==> src/rtl/pipeline_pkg.sv <==
// rtl/pipeline_pkg.sv - shared types and constants for the pipeline hazard controller
//
// Purpose : front-end FSM state encoding, forward-select encodings and a
//           register-match helper shared by hazard_ctrl and fwd_sel.
// Ports   : none (package).
// Config  : FORWARD_EN selects forwarding vs. stall-on-RAW in hazard_ctrl.

package pipeline_pkg;

  // Front-end fetch state: normal operation or waiting on an icache refill.
  typedef enum logic [0:0] {
    RUN  = 1'b0,
    MISS = 1'b1
  } state_e;

  // Operand source select for the EX stage ALU inputs.
  localparam logic [1:0] FWD_RF = 2'b00;  // register file value
  localparam logic [1:0] FWD_W  = 2'b01;  // writeback result
  localparam logic [1:0] FWD_M  = 2'b10;  // memory-stage ALU result

  localparam int unsigned  CNT_W         = 16;
  localparam logic [15:0]  STALL_CNT_MAX = 16'hFFFF;

  // True when a source index names a real register written by a destination.
  // x0 is hardwired to zero, so it never matches anything.
  function automatic logic reg_match(input logic [4:0] src, input logic [4:0] dst);
    return (src != 5'd0) && (src == dst);
  endfunction

endpackage

==> src/rtl/fwd_sel.sv <==
// rtl/fwd_sel.sv - per-operand forward source select
//
// Purpose : choose where one EX-stage operand comes from; the youngest
//           producer (M) wins over the older one (W).
// Ports   : i_rs          - EX-stage source register index
//           i_regwrite_m  - M-stage instruction writes a register
//           i_rd_m        - M-stage destination index
//           i_regwrite_w  - W-stage instruction writes a register
//           i_rd_w        - W-stage destination index
//           o_sel         - FWD_RF / FWD_W / FWD_M

import pipeline_pkg::*;

module fwd_sel (
  input  logic [4:0] i_rs,
  input  logic       i_regwrite_m,
  input  logic [4:0] i_rd_m,
  input  logic       i_regwrite_w,
  input  logic [4:0] i_rd_w,
  output logic [1:0] o_sel
);

  logic w_hit_m;
  logic w_hit_w;

  assign w_hit_m = i_regwrite_m && reg_match(i_rs, i_rd_m);
  assign w_hit_w = i_regwrite_w && reg_match(i_rs, i_rd_w);

  always_comb begin
    o_sel = FWD_RF;
    if (w_hit_m) begin
      o_sel = FWD_M;
    end else if (w_hit_w) begin
      o_sel = FWD_W;
    end
  end

endmodule

==> src/rtl/hazard_ctrl.sv <==
// rtl/hazard_ctrl.sv - pipeline hazard, icache-miss and redirect controller
//
// Purpose : drives fetch/decode stalls, decode/execute flushes and EX operand
//           forwarding; tracks icache misses with a RUN/MISS FSM and counts
//           fetch-stall cycles.
// Config  : FORWARD_EN defined   -> operand forwarding, stall only on load-use.
//           FORWARD_EN undefined -> forwards tied to register file, stall on
//                                   any RAW hazard against E/M/W.
// Ports   : clk, rst                  - clock, synchronous active-high reset
//           Rs1D, Rs2D                - decode source indices
//           Rs1E, Rs2E                - execute source indices
//           RdE, RdM, RdW             - E/M/W destination indices
//           RegwriteE/M/W             - destination write valid per stage
//           loadE                     - EX instruction is a load
//           redirectE                 - control transfer resolved in EX
//           icache_miss, icache_ready - fetch missed / refill complete
//           StallF, StallD            - hold fetch / decode registers
//           FlushD, FlushE            - clear IF/ID and ID/EX registers
//           ForwardAE, ForwardBE      - EX operand source selects
//           miss_flush                - tell icache to abandon its refill
//           stall_cnt                 - saturating count of StallF cycles

import pipeline_pkg::*;

module hazard_ctrl (
  input  logic        clk,
  input  logic        rst,
  input  logic [4:0]  Rs1D,
  input  logic [4:0]  Rs2D,
  input  logic [4:0]  Rs1E,
  input  logic [4:0]  Rs2E,
  input  logic [4:0]  RdE,
  input  logic [4:0]  RdM,
  input  logic [4:0]  RdW,
  input  logic        RegwriteE,
  input  logic        RegwriteM,
  input  logic        RegwriteW,
  input  logic        loadE,
  input  logic        redirectE,
  input  logic        icache_miss,
  input  logic        icache_ready,
  output logic        StallF,
  output logic        StallD,
  output logic        FlushD,
  output logic        FlushE,
  output logic [1:0]  ForwardAE,
  output logic [1:0]  ForwardBE,
  output logic        miss_flush,
  output logic [15:0] stall_cnt
);

  state_e      r_state;
  state_e      w_next_state;
  logic [15:0] r_stall_cnt;

  logic        w_load_use;
  logic        w_raw;
  logic        w_hazard;
  logic [1:0]  w_fwd_a;
  logic [1:0]  w_fwd_b;
  logic [1:0]  w_fwd_a_sel;
  logic [1:0]  w_fwd_b_sel;
  logic        w_unused;

  fwd_sel u_fwd_a (
    .i_rs         (Rs1E),
    .i_regwrite_m (RegwriteM),
    .i_rd_m       (RdM),
    .i_regwrite_w (RegwriteW),
    .i_rd_w       (RdW),
    .o_sel        (w_fwd_a)
  );

  fwd_sel u_fwd_b (
    .i_rs         (Rs2E),
    .i_regwrite_m (RegwriteM),
    .i_rd_m       (RdM),
    .i_regwrite_w (RegwriteW),
    .i_rd_w       (RdW),
    .o_sel        (w_fwd_b)
  );

  // A load result is not available until after M, so a dependent decode
  // instruction must wait one cycle even with forwarding.
  assign w_load_use = loadE && (reg_match(Rs1D, RdE) || reg_match(Rs2D, RdE));

`ifdef FORWARD_EN
  assign w_raw       = 1'b0;
  assign w_fwd_a_sel = w_fwd_a;
  assign w_fwd_b_sel = w_fwd_b;
  assign w_unused    = RegwriteE;
`else
  // Without forwarding, decode waits until no in-flight stage still has a
  // pending write to either of its sources.
  assign w_raw = (RegwriteE && (reg_match(Rs1D, RdE) || reg_match(Rs2D, RdE))) ||
                 (RegwriteM && (reg_match(Rs1D, RdM) || reg_match(Rs2D, RdM))) ||
                 (RegwriteW && (reg_match(Rs1D, RdW) || reg_match(Rs2D, RdW)));
  assign w_fwd_a_sel = FWD_RF;
  assign w_fwd_b_sel = FWD_RF;
  assign w_unused    = ^{w_fwd_a, w_fwd_b};
`endif

  assign w_hazard = w_load_use || w_raw;

  // Priority chain: reset, redirect, outstanding miss, data hazard.
  always_comb begin
    w_next_state = r_state;
    StallF       = 1'b0;
    StallD       = 1'b0;
    FlushD       = 1'b0;
    FlushE       = 1'b0;
    miss_flush   = 1'b0;
    ForwardAE    = FWD_RF;
    ForwardBE    = FWD_RF;

    if (rst) begin
      w_next_state = RUN;
    end else begin
      ForwardAE = w_fwd_a_sel;
      ForwardBE = w_fwd_b_sel;
      if (redirectE) begin
        // Wrong-path fetch is discarded; any refill in flight is for the
        // wrong path too, so the icache is told to drop it.
        FlushD       = 1'b1;
        FlushE       = 1'b1;
        miss_flush   = (r_state == MISS);
        w_next_state = RUN;
      end else if (r_state == MISS) begin
        // Fetch holds and decode gets bubbles; EX onward keeps draining.
        StallF = 1'b1;
        FlushD = 1'b1;
        if (icache_ready) begin
          w_next_state = RUN;
        end
      end else begin
        if (w_hazard) begin
          StallF = 1'b1;
          StallD = 1'b1;
          FlushE = 1'b1;
        end
        // icache_ready is ignored here: a miss reported in RUN always
        // spends at least one cycle in MISS.
        if (icache_miss) begin
          w_next_state = MISS;
        end
      end
    end
  end

  always_ff @(posedge clk) begin
    if (rst) begin
      r_state     <= RUN;
      r_stall_cnt <= '0;
    end else begin
      r_state <= w_next_state;
      if (StallF && (r_stall_cnt != STALL_CNT_MAX)) begin
        r_stall_cnt <= r_stall_cnt + 16'd1;
      end
    end
  end

  assign stall_cnt = r_stall_cnt;

endmodule

==> config.mk <==
export PLATFORM = sky130hd
export DESIGN_NAME = hazard_ctrl
export DESIGN_NICKNAME = d
export VERILOG_FILES = /design/src/rtl/pipeline_pkg.sv /design/src/rtl/fwd_sel.sv /design/src/rtl/hazard_ctrl.sv
export SDC_FILE = /design/constraint.sdc
export NUM_CORES = 1
export LEC_CHECK = 0
export ABC_AREA = 1
export CORE_MARGIN = 4
export CORE_UTILIZATION = 46
export DETAILED_ROUTE_END_ITERATION = 7
export MAX_ROUTING_LAYER = met4
export PLACE_DENSITY = 0.87
export SYNTH_ARGS = -nofsm -noshare
export SYNTH_HDL_FRONTEND = slang
export SYNTH_SLANG_ARGS = --single-unit
==> constraint.sdc <==
create_clock -name clk -period 4.15 [get_ports clk]
set_clock_uncertainty 0.15 [all_clocks]
set_input_delay 1.0375 -clock clk [delete_from_list [all_inputs] [get_ports clk]]
set_output_delay 1.0375 -clock clk [all_outputs]
set_load 0.02 [all_outputs]
==> qor.txt, run 1 <==
Initial antenna violation count: 0
Final min period: 3.94 ns
Sequential share of the synthesized area: 21.1%
Port Buffers: 54
Post-DR vias/cell: 4.82
I/O pins: 69
Hpwl dp: 3.47 mm
CP arrival: 2.75 ns
Core box area: 3360 um^2
Crit path max-delay cell type: clkdlybuf4s50_1
Area grow syn2layout: 36.6%
Synth unique cells: 29
Clk sinks: 17
Clock slew at reported path FFs: 0.10 ns
Most common cell in the netlist: nand2_1
Leak: 0.907 nW
Slowest stage delay, CP: 0.61 ns
Global-route wire length before repair: 7.29 mm
DRT Pass-1 Iters: 4
Drt drc: 0
Layout cells sized above 1: 5.41%
Site Rows: 21
Cells after Synth: 260
Final setup viols: 0
Final ANT Viol Nets: 0
Main area contributors after synthesis: dfxtp_1, nand2_1, xor2_1
Setup_tns: 0 ns
Die Y: 67.2 um
Post-synth top cells: nand2_1, nor2_1, inv_1
Mapped Area: 1610 um^2
Ant diodes: 0
Hold Fails Final Rpt: 0
Via count: 1735
Hold Crit Class: reg2reg
Layout Utilization: 65.6%
Synth top area share: 21.1%
Peak VDD IR: 0.159 mV
Max-Cap Viols: 0
Crit path capture type: output port
WP data required: 2.96 ns
Post-synthesis register bit count: 17
GPL Wtd Cong: 0.928
Deepest clock path buffer count: 2
Critical path, cell by cell: clkdlybuf4s50_1 -> nand2_1 -> nand2_1 -> nand2_1 -> nor2_1 -> nand2_1 -> nand2_1 -> nand2_1 -> nand3_1 -> nand2_1 -> nor2_1 -> clkdlybuf4s15_1
Syn_area_per_cell: 6.21 um^2
Area leader, netlist: dfxtp_1
Root Driver: clkbuf_4
1st-iter DRT viols: 67
Unrepaired setup endpoints after global routing: no
Nets@finish: 360
Crit Path Max Fanout: 5
Fmax: 0.254 GHz
Largest net degree at the start of global routing: 19
Asr flop ratio synth: 0%
Setup CP Type: in2out
Final WL: 4.41 mm
Crit-path most repeated cell: nand2_1
Top_reg_cell synth: dfxtp_1
Post-DR wirelength/cell: 12.2 um
Number of buffers created by CTS: 3
Post-synth EDFFs: 0
Crit share post-route: 94.9%
H-tree lvl count: 1
Worst skew pair latency: 0.30 ns
CTS tree: done
All-layer global routing usage: 21.6%
Max Slew Vio Count: 0
Worst slew pin tran: 0.502 ns
Critical Path Start Type: input port
Yosys warns: 0
Initial core utilization: 48.0%
Vias in the first global route: 1635
Total grt overflow: 0
Max-slew headroom: 66.2%
Die width: 67.2 um
Outcome: completed
Die area: 4520 um^2
Pwr/cell area: 174 nW/um^2
## worst paths after layout
kind                      from            to  slack [ns]  cells past startpoint
setup / recovery       Rs1D[4]        StallD        0.21                     12
hold / removal         r_state       r_state        0.31                      1
hold reg to reg        r_state       r_state        0.31                      1
setup reg to reg  stall_cnt[0]  stall_cnt[8]        1.92                     11
## registers in the layout, indices dropped and copies added, names as in the netlist
register,cells
stall_cnt,16
r_state,1
## layer usage
layer,routed length [um],vias up,track usage [%]
li1,-,927,-
met5,0,-,-
met1,2000,750,26.9
met3,228,7,3.83
met4,59,0,7.09
met2,2120,51,35.2
## cell type report
| class | instances | area, um^2 |
|---|---|---|
| multi-input combinational | 206 | 1110 |
| inverter | 30 | 113 |
| timing repair buffer | 57 | 557 |
| sequential | 17 | 340 |
| fill | 315 | 1160 |
| tap | 46 | 57.6 |
| clock buffer | 4 | 26.3 |
## cells by family (layout without fill, tap and decap cells)
logic type	Yosys count	in the layout	share of synthesized area, %
other	1	4	0.232
buffers and inverters	40	91	10.8
adders and majority gates	1	1	0.775
AOI/OAI and AO/OA	16	16	4.96
and+or+nand+nor	150	150	43.2
DFF	17	17	21.1
xor gates and xnor gates	35	35	19.0
## cell usage in the layout, fill, tap and decap left out, types with 2 or more instances in the layout
cell and n:
nor3_1 6, xnor2_1 16, buf_4 3, a21oi_1 15, nand2_1 73, inv_2 2
dfxtp_1 17, clkbuf_4 3, nor2_1 34, nor2_2 2, nand4_1 16, nand3_1 10
conb_1 4, clkdlybuf4s50_1 51, xor2_1 19, inv_1 27
## worst max-delay path: cells and delay by family
family / cells / cell delay (ns)
simple gates: 10 / 0.80
buf+inv: 2 / 0.92
## report_power, final
group,leakage [nW],switching (mW),total [mW],internal [mW]
Clock,0.0150,0.0558,0.0934,0.0376
Combinational,0.755,0.0642,0.125,0.0611
Sequential,0.137,0.00127,0.166,0.164
Total,0.907,0.121,0.384,0.263
## through the flow
step	power, mW	cells	cell area, um^2	setup WS, ns	hold slack [ns]
after CTS	0.388	360	2210	0.101	0.313
final	0.384	360	2200	0.211	0.313
after global routing	0.408	360	2200	0.000462	0.325
after floorplan	0.238	263	1630	0.739	0.273
after detailed placement	0.296	356	2180	-0.167	0.296
after global placement	0.293	356	2180	-0.157	0.289
## repair_timing
action,4_1_cts,5_1_grt
endpoints found under the setup margin,3,2
hold buffers,0,0
buffers inserted,0,0
resized for setup,3,3
Note: power is estimated with default switching activity, not from simulation.
==> inputs of run 2 (changes only) <==
- CORE_UTILIZATION: 46 -> 43
- PLACE_DENSITY: 0.87 -> 0.82
- clock period: 4.15 -> 4.3 ns (I/O delays scaled with it)
==> run 2 against run 1 <==
Power is 4.5% higher. Register-to-register slack better by 0.16 ns. Non-clock buffer count stayed put. First-iteration DRC count is 36% higher. Sequential cell count stayed put. Wire length is 4.6% lower. Clock power is 30% higher. Final area is 1.2% higher. Sequential power is 4% lower. Largest power group unchanged. Highest routed layer unchanged. Via count is 1.7% lower. Cell count stayed put. Largest cell class unchanged. Combinational power is 3% lower.
==> qor.txt, run 2 (same netlist as run 1, synthesis figures left out) <==
Final WL: 4.21 mm
Combinational share of power: 30.0%
Post-DR vias/cell: 4.74
Hold Fails Final Rpt: 0
1st-iter DRT viols: 91
Register area: 340 um^2
Outcome: completed
Final setup viols: 0
Most frequent cells in the layout: nand2_1, clkdlybuf4s50_1, nor2_1
Crit share post-route: 94.7%
Drt drc: 0
Worst slew pin tran: 0.531 ns
Max-slew headroom: 64.3%
Worst skew pair latency: 0.25 ns
Crit Path Max Fanout: 4
Fillcell total: 323
Hpwl dp: 3.31 mm
Worst setup margin: 0.227 ns
Hold_sp: r_state
Hold Crit Class: reg2reg
Hold path depth: 1
Fin area: 2230 um^2
Crit path max-delay cell type: clkdlybuf4s50_1
Pre-CTS setup slack: -0.0549 ns
Initial core utilization: 46.5%
Initial antenna violation count: 0
Reg2reg path depth: 11
Nets@finish: 360
Max Slew Vio Count: 0
Final ANT Viol Nets: 0
Crit-path most repeated cell: nand2_1
Setup CP Type: in2out
Critical path, cell by cell: clkdlybuf4s50_1 -> nor2_1 -> nand3_1 -> inv_1 -> nor2_1 -> nand2_1 -> nand2_1 -> nand2_1 -> nand3_1 -> nand2_1 -> a21oi_1 -> dlygate4sd2_1
Number of buffers created by CTS: 3
Area grow syn2layout: 38.3%
CTS tree: done
H-tree lvl count: 1
All-layer global routing usage: 18.0%
Critical path's top delay family: buffers and inverters
Vias in the first global route: 1557
Deepest clock path buffer count: 2
Layout cells sized above 1: 5.10%
Fmax: 0.246 GHz
Worst R2R End: stall_cnt[8]
Leak: 0.943 nW
Post-Layout Cell Count: 360
Global-route wire length before repair: 7.20 mm
Critical path buffers and inverters: 3
Largest net degree at the start of global routing: 19
Clock slew at reported path FFs: 0.07 ns
Max-Cap Viols: 0
Port Buffers: 54
CP arrival: 2.85 ns
Placed Area: 2180 um^2
Core box area: 3470 um^2
Post-CTS Hold Buffers: 0
Pwr/cell area: 180 nW/um^2
Via count: 1705
Unrepaired setup endpoints after global routing: no
Slowest stage delay, CP: 0.60 ns
Ant diodes: 0
Hold worst-path end: r_state
Multi-input combinational cell area: 1110 um^2
Critical Path Start Type: input port
Peak VDD IR: 0.135 mV
Total grt overflow: 0
WP data required: 3.07 ns
Die area: 4800 um^2
Clk sinks: 17
Site Rows: 21
R2R Setup Slk: 2.08 ns
Clk network pwr share: 30.1%
GPL Wtd Cong: 0.865
Post-layout total power: 0.402 mW
Switching power: 0.118 mW
Die Y: 69.3 um
Switching Share: 29.4%
Post-DR wirelength/cell: 11.7 um
Crit path capture type: output port
Root Driver: clkbuf_8
DRT Pass-1 Iters: 4
Final min period: 4.07 ns
Post-CTS Setup Bufs: 0
Sequential power share: 39.9%
I/O pins: 69
Max reg flops: 16
Internal: 0.284 mW
DP Cell Count: 356
Reg-to-Reg Start: stall_cnt[1]
Most common cell after layout, fill and taps aside: nand2_1
Die width: 69.3 um
run 2: changes by cell type in the layout (fill, tap and decap cells not counted):
| cell | change |
|---|---|
| clkdlybuf4s50_1 | -1 |
| clkdlybuf4s15_1 | -1 |
| clkbuf_8 | +3 |
| dlygate4sd2_1 | +1 |
| clkbuf_2 | -1 |
| dlymetal6s2s_1 | +2 |
| clkbuf_4 | -3 |
run 2: timing repair:
| action | CTS | global route |
|---|---|---|
| setup endpoints to repair | 2 | 1 |
| cloned | 0 | 0 |
| resized for setup | 2 | 2 |
run 2: cell type report:
cell class              count  share of cell area [%]
multi-input cells         206                    49.8
repair buffers             57                    25.3
flip-flops and latches     17                    15.2
inverters                  30                    5.04
well taps                  46                    2.58
clock buffers               4                    2.02
run 2: metrics by stage:
stage / TNS (ns) / util [%] / hold slack, ns
finish: 0 / 64.4 / 0.324
CTS: 0 / 64.2 / 0.333
global route: 0 / 64.4 / 0.352
floorplan: 0 / - / 0.273
detailed placement: -0.0649 / 63.0 / 0.320
global placement: -0.0656 / 63.0 / 0.287
run 2: worst max-delay path by stage:
stage | end | start | slack [ns] | cells after the start
2_1_floorplan | StallD | rst | 0.81 | 5
3_3_place_gp | FlushE | Rs2D[1] | -0.06 | 12
3_5_place_dp | FlushE | Rs2D[1] | -0.05 | 12
4_1_cts | StallF | Rs2D[1] | 0.02 | 12
5_1_grt | FlushE | Rs2D[0] | 0.04 | 12
6_report | FlushE | Rs2D[0] | 0.23 | 12
run 2: per-layer routing:
| metal | wire length, um | track usage, % | share of wire [%] |
|---|---|---|---|
| met1 | 2140 | 26.0 | 51 |
| met2 | 1790 | 25.7 | 43 |
| met3 | 252 | 4.35 | 6.0 |
| met4 | 24 | 2.60 | 0.57 |
| met5 | 0 | - | 0 |
run 2: power by group through the flow:
stage / logic (mW) / clock network [mW] / registers [mW]
2_1_floorplan: 0.0655 / 0 / 0.165
3_3_place_gp: 0.119 / 0 / 0.164
3_5_place_dp: 0.121 / 0 / 0.164
4_1_cts: 0.121 / 0.125 / 0.160
5_1_grt: 0.132 / 0.132 / 0.160
6_report: 0.121 / 0.121 / 0.160
==> inputs of run 3 (changes only) <==
- CORE_UTILIZATION: 43 -> 39
- PLACE_DENSITY: 0.82 -> 0.79
- SYNTH_HIERARCHICAL: not set -> 1
- TNS_END_PERCENT: not set -> 30
- clock period: 4.3 -> 3.5 ns (I/O delays scaled with it)
==> run 3 against run 2 <==
Core utilization is 8.1 points lower. Sequential share of layout area decreased by 0.13 points. Synthesized cell count unchanged.
==> qor.txt, run 3 <==
WP data required: 2.47 ns
Peak VDD IR: 0.175 mV
1st-iter DRT viols: 75
Worst slew pin tran: 0.494 ns
Multiplexer area fraction after synthesis: 0%
Final ANT Viol Nets: 0
Layout cells sized above 1: 7.32%
Main area contributors after synthesis: dfxtp_1, nand2_1, xor2_1
CTS tree: done
Most frequent cells in the layout: nand2_1, nor2_1, clkdlybuf4s50_1
Max-slew headroom: 66.8%
Synth Area in XOR/XNOR: 19.0%
Critical path's top delay family: buffers and inverters
Hold Crit Class: reg2reg
Site Rows: 23
Clock slew at reported path FFs: 0.07 ns
DRT Pass-1 Iters: 4
Synth unique cells: 29
Fillcell total: 397
Core box area: 4000 um^2
Port Buffers: 54
Compound-Gate Fraction of Synth Area: 4.96%
Pwr/cell area: 219 nW/um^2
Setup_tns: 0 ns
Nets@finish: 360
Most common cell in the netlist: nand2_1
Top_reg_cell synth: dfxtp_1
Hold_sp: r_state
Switching Share: 30.6%
Largest net degree at the start of global routing: 19
Via count: 1785
Slowest stage delay, CP: 0.51 ns
Die width: 72.3 um
Hold Fails Final Rpt: 0
Sequential share of the synthesized area: 21.1%
Crit-path most repeated cell: nand2_1
Unrepaired setup endpoints after global routing: no
Internal: 0.342 mW
GPL Wtd Cong: 0.837
Deepest clock path buffer count: 2
Leak: 1.03 nW
Asr flop ratio synth: 0%
Worst setup margin: 0.164 ns
Crit path max-delay cell type: clkdlybuf4s50_1
Pre-CTS setup slack: -0.439 ns
Hpwl dp: 3.35 mm
Worst skew pair latency: 0.26 ns
Crit path capture type: output port
H-tree lvl count: 1
Vias in the first global route: 1738
Post-synthesis simple-gate area fraction: 43.2%
Clk sinks: 17
Setup CP Type: in2out
Post-synth EDFFs: 0
Initial core utilization: 40.4%
Clk network pwr share: 31.0%
Crit share post-route: 95.3%
Area leader, netlist: dfxtp_1
I/O pins: 69
Die area: 5230 um^2
Layout Utilization: 56.3%
Worst hold slack: 0.312 ns
Post-Synth Adder-Cell Area: 0.775%
Fmax: 0.300 GHz
Switching power: 0.150 mW
Combinational share of power: 29.1%
Max reg flops: 16
Root Driver: clkbuf_8
Total grt overflow: 0
Most common cell after layout, fill and taps aside: nand2_1
Post-CTS Setup Bufs: 0
Max Slew Vio Count: 0
Critical path, cell by cell: clkdlybuf4s50_1 -> xnor2_1 -> nand2_1 -> nor2_1 -> nand2_1 -> nand2_1 -> nand2_2 -> nand3_1 -> nand2_1 -> a21oi_2 -> buf_6
Ant diodes: 0
Post-DR wirelength/cell: 11.8 um
Die Y: 72.3 um
Final WL: 4.30 mm
Number of buffers created by CTS: 3
Synth top area share: 21.1%
Worst Setup SP: RdM[0]
Reg-to-Reg Start: stall_cnt[0]
Outcome: completed
Drt drc: 0
Area grow syn2layout: 39.5%
Max-Cap Viols: 0
Post-synth top cells: nand2_1, nor2_1, inv_1
Largest family of logic cells by synthesized area: simple AND/OR/NAND/NOR gates
Crit Path Max Fanout: 2
Critical Path Start Type: input port
Post-synthesis register bit count: 17
Mapped Area: 1610 um^2
Post-DR vias/cell: 4.90
Sequential power share: 39.9%
Yosys warns: 6
Final setup viols: 0
Cells after Synth: 260
Critical path buffers and inverters: 2
Syn_area_per_cell: 6.21 um^2
Global-route wire length before repair: 7.38 mm
Final min period: 3.34 ns
All-layer global routing usage: 17.9%
Initial antenna violation count: 0
CP arrival: 2.31 ns
-- run 3: cell counts after synthesis --
No cell type changed its count.
-- run 3: path summary, 6_finish.rpt --
| check | endpoint | slack [ns] | cells after the start |
|---|---|---|---|
| hold reg to reg | r_state | 0.31 | 1 |
| setup / recovery | FlushE | 0.16 | 11 |
| setup reg to reg | stall_cnt[8] | 1.29 | 11 |
| hold / removal | r_state | 0.31 | 1 |
-- run 3: layout make-up --
cell class,instances,area [um^2],share of cell area [%]
Sequential cell,17,340,15.1
Timing Repair Buffer,57,569,25.3
Clock buffer,3,41.3,1.83
Multi-Input combinational cell,206,1120,49.7
Inverter,30,113,5.00
Tap cell,50,62.6,2.78
Clock inverter,1,5.00,0.222
-- run 3: power groups by stage --
stage                     registers (mW)  logic (mW)  clock network (mW)
after floorplan                    0.202      0.0805                   0
after global placement             0.201       0.146                   0
after detailed placement           0.201       0.149                   0
after CTS                          0.197       0.144               0.155
after global routing               0.197       0.158               0.164
final                              0.197       0.143               0.152
-- run 3: cells by family (layout without fill, tap and decap cells) --
logic type,Yosys count,after routing
and+or+nand+nor,150,150
buffers and inverters,40,91
xor gates and xnor gates,35,35
DFF,17,17
AOI/OAI and AO/OA,16,16
adders and majority gates,1,1
other,1,4
-- run 3: stage by stage --
step	total power, mW	cells	cell area, um^2
5_1_grt	0.519	364	2250
3_3_place_gp	0.347	360	2190
6_report	0.492	364	2250
4_1_cts	0.495	364	2220
3_5_place_dp	0.350	360	2190
2_1_floorplan	0.283	263	1630
-- run 3: per-layer routing --
| metal | vias to the layer above | wire (um) | track usage, % | share of wire (%) |
|---|---|---|---|---|
| li1 | 926 | - | - | - |
| met1 | 797 | 1990 | 23.6 | 46 |
| met2 | 57 | 2010 | 28.7 | 47 |
| met3 | 5 | 246 | 1.94 | 5.7 |
| met4 | 0 | 51 | 5.22 | 1.2 |
| met5 | - | 0 | - | 0 |
-- run 3: repair_timing --
item	in CTS	in global routing
hold buffers	0	0
endpoints found under the setup margin	3	3
pin swaps	0	1
resized for setup	19	18
